$ cat src/rtl/uart_pkg.sv
`default_nettype none
// +----------------------------------------------------------------------+
// | uart_pkg                                                             |
// | Shared receiver state encoding and oversampling constants.           |
// | Revision: 1.0                                                        |
// +----------------------------------------------------------------------+
package uart_pkg;

    typedef enum logic [2:0] {
        IDLE   = 3'd0,
        START  = 3'd1,
        DATA   = 3'd2,
        PARITY = 3'd3,
        STOP   = 3'd4,
        BREAK  = 3'd5
    } state_t;

    localparam int OVERSAMPLE  = 16;
    localparam int MID_SAMPLE  = 7;
    localparam int LAST_SAMPLE = 15;
    localparam int DATA_BITS   = 8;

    localparam int SCNT_W = $clog2(OVERSAMPLE);
    localparam int BIDX_W = $clog2(DATA_BITS);

endpackage
`default_nettype wire

$ cat src/rtl/uart_baud_tick.sv
`default_nettype none
// +----------------------------------------------------------------------+
// | uart_baud_tick                                                       |
// | Free-running divider; tick is high for one clk every DIV clocks.     |
// | Revision: 1.0                                                        |
// +----------------------------------------------------------------------+
module uart_baud_tick #(
    parameter int DIV = 4
) (
    input  logic clk,
    input  logic rst,
    output logic tick
);

    localparam int CNT_W = (DIV > 1) ? $clog2(DIV) : 1;
    localparam logic [CNT_W-1:0] CNT_LAST = CNT_W'(DIV - 1);

    logic [CNT_W-1:0] cnt;

    always_ff @(posedge clk or negedge rst) begin
        if (!rst) begin
            cnt <= '0;
        end else if (cnt == CNT_LAST) begin
            cnt <= '0;
        end else begin
            cnt <= cnt + 1'b1;
        end
    end

    assign tick = (cnt == CNT_LAST);

endmodule
`default_nettype wire

$ cat src/rtl/uart_receiver.sv
`default_nettype none
// +----------------------------------------------------------------------+
// | uart_receiver                                                        |
// | 16x oversampled 8N1 UART receiver with holding register, glitch,     |
// | framing and overrun detection. UART_RX_PARITY_EN adds even parity.   |
// | Revision: 1.0                                                        |
// +----------------------------------------------------------------------+
module uart_receiver
    import uart_pkg::*;
#(
    parameter int CLK_HZ = 12000000,
    parameter int BAUD   = 115200
) (
    input  logic                 clk,
    input  logic                 rst,
    input  logic                 uart_rx,
    output logic [DATA_BITS-1:0] rx_data,
    output logic                 rx_valid,
    input  logic                 rx_ready,
    output logic                 rx_busy,
    output logic                 frame_err,
    output logic                 overrun
`ifdef UART_RX_PARITY_EN
    ,
    output logic                 parity_err
`endif
);

    localparam int DIV = CLK_HZ / (BAUD * OVERSAMPLE);

    localparam logic [SCNT_W-1:0] MID_S    = SCNT_W'(MID_SAMPLE);
    localparam logic [SCNT_W-1:0] LAST_S   = SCNT_W'(LAST_SAMPLE);
    localparam logic [BIDX_W-1:0] LAST_BIT = BIDX_W'(DATA_BITS - 1);

    generate
        if (DIV < 1) begin : g_div_check
            $error("uart_receiver: CLK_HZ/(BAUD*16) must be at least 1");
        end
    endgenerate

    logic                 sync1;
    logic                 rx_s;
    logic                 tick;
    state_t               state, state_next;
    logic [SCNT_W-1:0]    scnt, scnt_next;
    logic [BIDX_W-1:0]    bidx, bidx_next;
    logic [DATA_BITS-1:0] shreg, shreg_next;
    logic                 byte_done;
    logic                 stop_bad;
`ifdef UART_RX_PARITY_EN
    logic                 par_bad, par_bad_next;
    logic                 par_err_set;
`endif

    uart_baud_tick #(
        .DIV (DIV)
    ) u_baud_tick (
        .clk  (clk),
        .rst  (rst),
        .tick (tick)
    );

    // Line idles high, so the synchroniser resets to 1 to avoid a false start.
    always_ff @(posedge clk or negedge rst) begin
        if (!rst) begin
            sync1 <= 1'b1;
            rx_s  <= 1'b1;
        end else begin
            sync1 <= uart_rx;
            rx_s  <= sync1;
        end
    end

    always_ff @(posedge clk or negedge rst) begin
        if (!rst) begin
            state <= IDLE;
            scnt  <= '0;
            bidx  <= '0;
            shreg <= '0;
`ifdef UART_RX_PARITY_EN
            par_bad <= 1'b0;
`endif
        end else begin
            state <= state_next;
            scnt  <= scnt_next;
            bidx  <= bidx_next;
            shreg <= shreg_next;
`ifdef UART_RX_PARITY_EN
            par_bad <= par_bad_next;
`endif
        end
    end

    always_comb begin
        state_next = state;
        scnt_next  = scnt;
        bidx_next  = bidx;
        shreg_next = shreg;
        byte_done  = 1'b0;
        stop_bad   = 1'b0;
`ifdef UART_RX_PARITY_EN
        par_bad_next = par_bad;
        par_err_set  = 1'b0;
`endif
        if (tick) begin
            case (state)
                IDLE: begin
                    if (!rx_s) begin
                        state_next = START;
                        scnt_next  = '0;
                    end
                end
                START: begin
                    if (scnt == MID_S) begin
                        scnt_next  = '0;
                        bidx_next  = '0;
                        state_next = rx_s ? IDLE : DATA;
`ifdef UART_RX_PARITY_EN
                        par_bad_next = 1'b0;
`endif
                    end else begin
                        scnt_next = scnt + 1'b1;
                    end
                end
                DATA: begin
                    if (scnt == LAST_S) begin
                        scnt_next        = '0;
                        shreg_next[bidx] = rx_s;
                        if (bidx == LAST_BIT) begin
`ifdef UART_RX_PARITY_EN
                            state_next = PARITY;
`else
                            state_next = STOP;
`endif
                        end else begin
                            bidx_next = bidx + 1'b1;
                        end
                    end else begin
                        scnt_next = scnt + 1'b1;
                    end
                end
`ifdef UART_RX_PARITY_EN
                PARITY: begin
                    if (scnt == LAST_S) begin
                        scnt_next    = '0;
                        par_bad_next = rx_s ^ (^shreg);
                        par_err_set  = rx_s ^ (^shreg);
                        state_next   = STOP;
                    end else begin
                        scnt_next = scnt + 1'b1;
                    end
                end
`endif
                STOP: begin
                    if (scnt == LAST_S) begin
                        scnt_next = '0;
                        if (rx_s) begin
`ifdef UART_RX_PARITY_EN
                            byte_done = !par_bad;
`else
                            byte_done = 1'b1;
`endif
                            state_next = IDLE;
                        end else begin
                            stop_bad   = 1'b1;
                            state_next = BREAK;
                        end
                    end else begin
                        scnt_next = scnt + 1'b1;
                    end
                end
                BREAK: begin
                    if (rx_s) begin
                        state_next = IDLE;
                    end
                end
                default: state_next = IDLE;
            endcase
        end
    end

    // A completion coinciding with a consumer read refills the register.
    always_ff @(posedge clk or negedge rst) begin
        if (!rst) begin
            rx_data   <= '0;
            rx_valid  <= 1'b0;
            frame_err <= 1'b0;
            overrun   <= 1'b0;
        end else begin
            frame_err <= stop_bad;
            overrun   <= byte_done && rx_valid && !rx_ready;
            if (byte_done && !(rx_valid && !rx_ready)) begin
                rx_data  <= shreg;
                rx_valid <= 1'b1;
            end else if (rx_valid && rx_ready) begin
                rx_valid <= 1'b0;
            end
        end
    end

`ifdef UART_RX_PARITY_EN
    always_ff @(posedge clk or negedge rst) begin
        if (!rst) begin
            parity_err <= 1'b0;
        end else begin
            parity_err <= par_err_set;
        end
    end
`endif

    assign rx_busy = (state != IDLE);

endmodule
`default_nettype wire

$ cat config.mk
export PLATFORM = sky130hd
export DESIGN_NAME = uart_receiver
export DESIGN_NICKNAME = d
export VERILOG_FILES = /design/src/rtl/uart_pkg.sv /design/src/rtl/uart_baud_tick.sv /design/src/rtl/uart_receiver.sv
export SDC_FILE = /design/constraint.sdc
export NUM_CORES = 1
export LEC_CHECK = 0
export ABC_AREA = 0
export ABC_CLOCK_PERIOD_IN_PS = 1800
export CORE_MARGIN = 2
export CORE_UTILIZATION = 50
export CTS_CLUSTER_DIAMETER = 100
export CTS_CLUSTER_SIZE = 16
export DETAILED_ROUTE_END_ITERATION = 6
export HOLD_SLACK_MARGIN = 0.15
export PLACE_DENSITY = 0.73
export SYNTH_ARGS = -nofsm -noshare
export SYNTH_HDL_FRONTEND = slang
export SYNTH_SLANG_ARGS = --single-unit
$ cat constraint.sdc
create_clock -name clk -period 1.8 [get_ports clk]
set_input_delay 0.27 -clock clk [delete_from_list [all_inputs] [get_ports clk]]
set_output_delay 0.27 -clock clk [all_outputs]
set_load 0.1 [all_outputs]
==> key figures, run 1 <==
CTS
  – Clock buffer depth: 2
  – Worst-path clk slew: ~0.1 ns
  – CTS HTree Levels: 2
  – Root Driver: clkbuf_4
  – CTS tree: done
  – Num Clock Sinks: 34
  – TritonCTS buffer count: 5
  – Clk_lat worst skew: ~0.34 ns

Power and ir drop
  – Pwr per Cell Area: about 1000 nW/µm²
  – Worst vdd ir: about 0.55 mV
  – Static Leak: 0.926 nW
  – Power after layout: slightly below 2 mW

STA
  – Hold slack: 0.313 ns
  – Final Setup Violations: 3
  – Worst slew pin tran: roughly 0.42 ns
  – F_max: roughly 540 MHz
  – Fin. Hold Viols: 0
  – Worst relative slew slack: 72.3%
  – Setup WS post-layout: -0.0564 ns
  – Pins Over Slew Limit: 0
  – Post-Route Skew: about 0.016 ns
  – Final Cycle Share: 103%
  – Crit path time final: ~1.9 ns
  – Final setup TNS: -0.134 ns
  – RSZ-0062 raised after global routing: yes

Floorplan
  – Die area: between 3000 and 4000 µm²
  – Die X: approximately 60 µm
  – Die H: between 60 and 70 µm
  – I/O Pins: 16
  – Core ar.: just over 3000 µm²
  – Initial Utilization: between 50% and 60%
  – Core Rows: 20

Setup path
  – Critical Path Source Type: flip-flop
  – Worst path max stage delay: approximately 0.53 ns
  – Flop2flop setup slack: -0.06 ns
  – Crit-path slowest cell: or4b_4
  – Crit-path cells: ha_2 -> ha_4 -> and4bb_1 -> a21oi_1 -> or4b_4 -> a21o_1
  – Worst setup EP type: flip-flop
  – Critical R2R Capture: bidx[0]
  – Crit path required time: between 2 and 2.5 ns
  – Worst R2R Start: bidx[1]
  – Arrival time at the worst endpoint: between 2 and 2.5 ns
  – Worst-path fanout max: 6
  – Reg2Reg Depth: 6
  – WS Path Type: flip-flop to flip-flop

Global routing
  – First-pass GRT wire length: between 4000 and 5000 µm
  – Vias in the first global route: about 1100
  – Grt ovf: 0
  – Initial antenna violation count: 0
  – Global Route Usage Sum: between 10% and 20%
  – Largest net degree at the start of global routing: 35

Final layout
  – Share of cells above drive strength 1: a little over a third
  – Antenna Cells: 0
  – Non-filler instance count after layout: 218
  – Seq. cell area: ~860 µm²
  – # fillers: around 250
  – Post-route design area: about 1900 µm²
  – NumNets Final: 180
  – Multi-input gate area: about 720 µm²
  – Layout area overhead: 22.8%
  – Utilization after layout: between 60% and 70%

Yosys
  – Mean Syn Cell Area: between 10 and 15 µm²
  – Yosys warns: 0
  – Yosys cell types: 35
  – Top_reg_cell synth: dfrtp_1
  – Area leader, netlist: dfrtp_1
  – Post-synthesis sequential area ratio: about 54%
  – Async S/R FF share, synth: between 90% and 100%
  – #FFs+latches synth: 34
  – Syn_nets: about 150
  – Top post-synthesis cells by area: dfrtp_1, mux2_2, nand2_1
  – Mapped cell area: ~1600 µm²
  – Yosys top cell area share: between 50% and 60%
  – Syn Inst Count: between 100 and 150
  – Number of enable flip-flop cells after synthesis: 0
  – Commonest cells in the netlist: dfrtp_1, nand2_1, mux2_2
  – Count leader, synth: dfrtp_1

Status
  – Failing checks: setup timing
  – Status: finished with violations

Place
  – Pre-CTS setup slack: -0.107 ns
  – Placed cell count: 206
  – Routability cong.: 0.793
  – I/O Buffers: 15
  – Dpl hpwl: ~2100 µm
  – Post-DP Area: roughly 1800 µm²

Detailed routing
  – Final WL: roughly 3000 µm
  – TritonRoute pass-1 iters: 5
  – Initial drt markers: 52
  – Via/cell ratio: between 5 and 6
  – WL/cell: approximately 14 µm
  – Remaining routing DRC violations: 0
  – ANT nets after route: 0
  – Via total after detailed routing: about 1200

Hold path
  – Min-delay worst type: primary input to asynchronous set/reset pin

Run
  – Max-Cap Viols: 0
## registers in the layout (all words and copies together) (netlist names)
signal,flops
rx_data,8
shreg,8
scnt,4
bidx,3
state,3
u_baud_tick.cnt,3
frame_err,1
overrun,1
rx_s,1
rx_valid,1
sync1,1
## cell families after synthesis
family	count (synthesis)	synth area share [%]
AND/OR/NAND/NOR	61	20.5
flip-flops	34	54.1
multiplexers	18	12.8
AO/OA/AOI/OAI	17	6.34
buffers and inverters	10	3.41
adder cells (fa/ha/maj)	3	2.38
XOR/XNOR	1	0.555
## cell type report
cell class                      count  share of cell area [%]
Clock buffer                        8                    3.03
Inverter                            5                   0.968
Multi-Input combinational cell    100                    37.0
Sequential cell                    34                    44.2
Tap cell                           44                    2.84
Timing Repair Buffer               27                    11.9
## worst max-delay path by stage
stage             from  endpoint  slack (ns)  depth (start not counted)
2_1_floorplan  bidx[1]   bidx[0]        -0.1                          7
3_3_place_gp   bidx[1]   bidx[0]       -0.05                          6
3_5_place_dp   bidx[1]   bidx[0]       -0.11                          6
5_1_grt        bidx[1]   bidx[1]       -0.14                          7
6_report       bidx[1]   bidx[0]       -0.06                          6
4_1_cts        bidx[1]   bidx[0]       -0.06                          6
## report_power, final
part	internal [mW]	switching, mW
registers	0.831	0.104
clock network	0.193	0.240
logic	0.264	0.324
total	1.29	0.668
## per-layer routing
metal	vias up	share of wire [%]	GRT usage, %	wire (µm)
met5	-	0	0	0
li1	564	-	-	-
met4	0	1.8	6.67	55
met1	574	42	22.6	1270
met3	6	5.4	6.71	162
met2	33	50	30.0	1500
## what timing repair did
action / 4_1_cts / 5_1_grt
hold buffers: 0 / 0
hold endpoints to repair: 0 / 0
setup buffers: 1 / 3
cloned: 0 / 0
setup endpoints to repair: 5 / 19
gates resized for setup: 3 / 5
pin swaps: 0 / 2
## worst max-delay path: cells and delay by family (launching register included)
kind	cells	cell delay, ns
AND/OR/NAND/NOR	2	0.77
flip-flops	1	0.40
adder cells (fa/ha/maj)	2	0.36
AO/OA/AOI/OAI	2	0.22
## layout by cell type, fill, tap and decap left out, drive strengths merged
master	netlist	layout
a21boi	1	1
a21o	1	1
a21oi	3	3
a31oi	1	1
and2b	1	1
and3	3	3
and3b	1	1
and4bb	1	1
buf	4	24
clkbuf	1	8
clkdlybuf4s50	0	3
dfrtp	32	32
dfstp	2	2
ha	3	3
inv	5	5
mux2	17	17
mux2i	1	1
nand2	20	20
nand2b	3	3
nand3	9	9
nand3b	1	1
nand4	2	2
nor2	9	9
nor2b	2	2
nor3	5	5
nor3b	1	1
o211ai	3	3
o21ai	7	7
o22ai	1	1
or3	1	1
or3b	1	1
or4b	1	1
xnor2	1	1
Note: power is estimated with default switching activity, not from simulation.
==> run 2, diff against run 1 <==
ABC_AREA = unset   (was 0)
==> results of run 2 <==
Final layout, timing and power as in run 1 (identical DEF).
==> run 3, diff against run 2 <==
CORE_ASPECT_RATIO = 2   (was unset)
==> run 3 against run 2 <==
- the flow still finishes with violations (setup timing)
- setup slack got worse by 0.012 ns
- routed wire length rose by 3.4%
- combinational power fell by 14%
- maximum frequency fell by 0.62%
- worst hold slack improved by 0.044 ns
- clock power rose by 61%
- critical path type unchanged
- largest power group unchanged
==> key figures, run 3 (synthesized netlist as in run 1, its figures left out) <==
STA
  – RSZ-0062 raised after global routing: yes
  – Hold slack: between 0.3 and 0.4 ns
  – Pins Over Slew Limit: 0
  – Final Setup Violations: 3
  – Fin. Hold Viols: 0
  – Final Cycle Share: 104%
  – Setup WS post-layout: -0.0681 ns
  – F_max: roughly 540 MHz
  – Crit path time final: roughly 1.9 ns
  – Worst slew pin tran: around 0.50 ns
  – Worst relative slew slack: between 60% and 70%
  – Post-Route Skew: a little under 0.006 ns

Floorplan
  – Initial Utilization: 53.0%
  – Die X: ~44 µm
  – I/O Pins: 16
  – Core ar.: roughly 3000 µm²
  – Die H: between 80 and 90 µm
  – Core Rows: 28
  – Die area: about 3600 µm²

Detailed routing
  – Via total after detailed routing: roughly 1100
  – WL/cell: about 15 µm
  – TritonRoute pass-1 iters: 4
  – Final WL: 3080 µm
  – Via/cell ratio: 5.64
  – Initial drt markers: 39
  – Remaining routing DRC violations: 0
  – ANT nets after route: 0

Global routing
  – Largest net degree at the start of global routing: 35
  – Met3 usage: slightly above 4%
  – Grt peak-use layer: met2
  – First-pass GRT wire length: about 5300 µm
  – Initial antenna violation count: 0
  – Grt ovf: 0
  – GR Util met2: approximately a third
  – GR Util met1: a little under a fifth
  – Global Route Usage Sum: about a fifth
  – Vias in the first global route: 1178

Setup path
  – Crit-path slowest cell: or4b_4
  – Worst-path fanout max: 6
  – Crit-path cells: ha_2 -> ha_4 -> and4bb_1 -> a21oi_1 -> or4b_4 -> nor3_2 -> a21o_1
  – Worst setup EP type: flip-flop
  – Delay-heaviest family, CP: simple AND/OR/NAND/NOR gates
  – Crit path required time: between 2 and 2.5 ns
  – Worst path max stage delay: ~0.53 ns
  – Arrival time at the worst endpoint: 2.10 ns
  – Worst R2R Start: bidx[1]
  – Critical Path Source Type: flip-flop
  – Crit. Startpoint: bidx[1]
  – Buf+Inv Stages, Crit Path: 0
  – WS Path Type: flip-flop to flip-flop

Power and ir drop
  – Worst vdd ir: 0.788 mV
  – Static Leak: 0.929 nW
  – Pwr per Cell Area: roughly 1100 nW/µm²
  – Net Sw Power: around 0.69 mW
  – Flop pwr share: between 40% and 50%
  – Clock share of power: between 30% and 40%
  – Internal Power: 1.46 mW
  – Sw Ratio: a little under a third
  – Combinational power share: between 20% and 30%
  – Power after layout: between 2 and 2.5 mW

CTS
  – CTS tree: done
  – Clock buffer depth: 2
  – Clk_lat worst skew: 0.29 ns
  – Root Driver: clkbuf_8
  – TritonCTS buffer count: 5
  – CTS HTree Levels: 2
  – Worst-path clk slew: approximately 0.070 ns
  – Num Clock Sinks: 34

Final layout
  – Antenna Cells: 0
  – # fillers: about 210
  – Non-filler instance count after layout: approximately 200
  – Commonest non-fill, non-tap cell in the layout: dfrtp_1
  – Layout area overhead: 22.9%
  – Largest regs: rx_data (8), shreg (8), scnt (4)
  – NumNets Final: approximately 180
  – Share of cells above drive strength 1: between 30% and 40%
  – Most frequent cells in the layout: dfrtp_1, nand2_1, buf_4

Status
  – Status: finished with violations
  – Failing checks: setup timing

Place
  – Routability cong.: ~0.79
  – I/O Buffers: 15
  – Placed cell count: ~190
  – Dpl hpwl: between 2000 and 2500 µm

Run
  – Max-Cap Viols: 0

Hold path
  – Worst Hold Launch: sync1
  – Min-delay worst type: flip-flop to flip-flop
-- run 3: path summary, 6_finish.rpt --
| kind | cells after the start | slack (ns) | end |
|---|---|---|---|
| worst max-delay path | 7 | -0.07 | bidx[0] |
| max in group asynchronous | 2 | 1.09 | rx_valid |
| worst min-delay path | 0 | 0.36 | rx_s |
| worst min register to register | 0 | 0.36 | rx_s |
| min in group asynchronous | 2 | 0.38 | scnt[1] |
| worst max register to register | 7 | -0.07 | bidx[0] |
-- run 3: area by class of cell --
type	count	area [µm²]	share of cell area (%)
clock buffer	5	68.8	3.55
timing repair buffer	25	220	11.4
multi-input combinational	100	693	35.7
sequential	34	856	44.1
inverter	5	18.8	0.968
clock inverter	3	45.0	2.32
tap	30	37.5	1.94
-- run 3: metal layers --
| layer | up-vias | part of all wire, % | wire length [µm] |
|---|---|---|---|
| met1 | 552 | 36 | 1120 |
| li1 | 552 | - | - |
| met5 | - | 0 | 0 |
| met2 | 26 | 57 | 1760 |
| met3 | 10 | 3.4 | 106 |
| met4 | 0 | 3.2 | 98 |
-- run 3: stage by stage --
| step | util (%) | worst slack [ns] | area [µm²] | TNS (ns) |
|---|---|---|---|---|
| floorplan | - | -0.0989 | 1600 | -0.256 |
| global placement | 60.9 | -0.0368 | 1810 | -0.0924 |
| detailed placement | 60.9 | -0.122 | 1810 | -0.316 |
| CTS | 65.1 | -0.0733 | 1940 | -0.119 |
| global route | 65.1 | -0.128 | 1940 | -1.11 |
| finish | 65.1 | -0.0681 | 1940 | -0.0995 |
-- run 3: what timing repair did --
item / CTS / global route
gates resized for setup: 2 / 1
hold buffers: 0 / 0
endpoints found under the setup margin: 3 / 22
buffers inserted: 1 / 0
pin swaps: 1 / 2
-- run 3: power groups by stage --
stage / Combinational (mW) / Clock [mW] / Sequential, mW
after global routing: 0.562 / 0.740 / 0.957
after floorplan: 0.424 / 0 / 0.882
after global placement: 0.487 / 0 / 0.946
final: 0.508 / 0.695 / 0.944
after detailed placement: 0.506 / 0 / 0.953
after CTS: 0.510 / 0.715 / 0.939
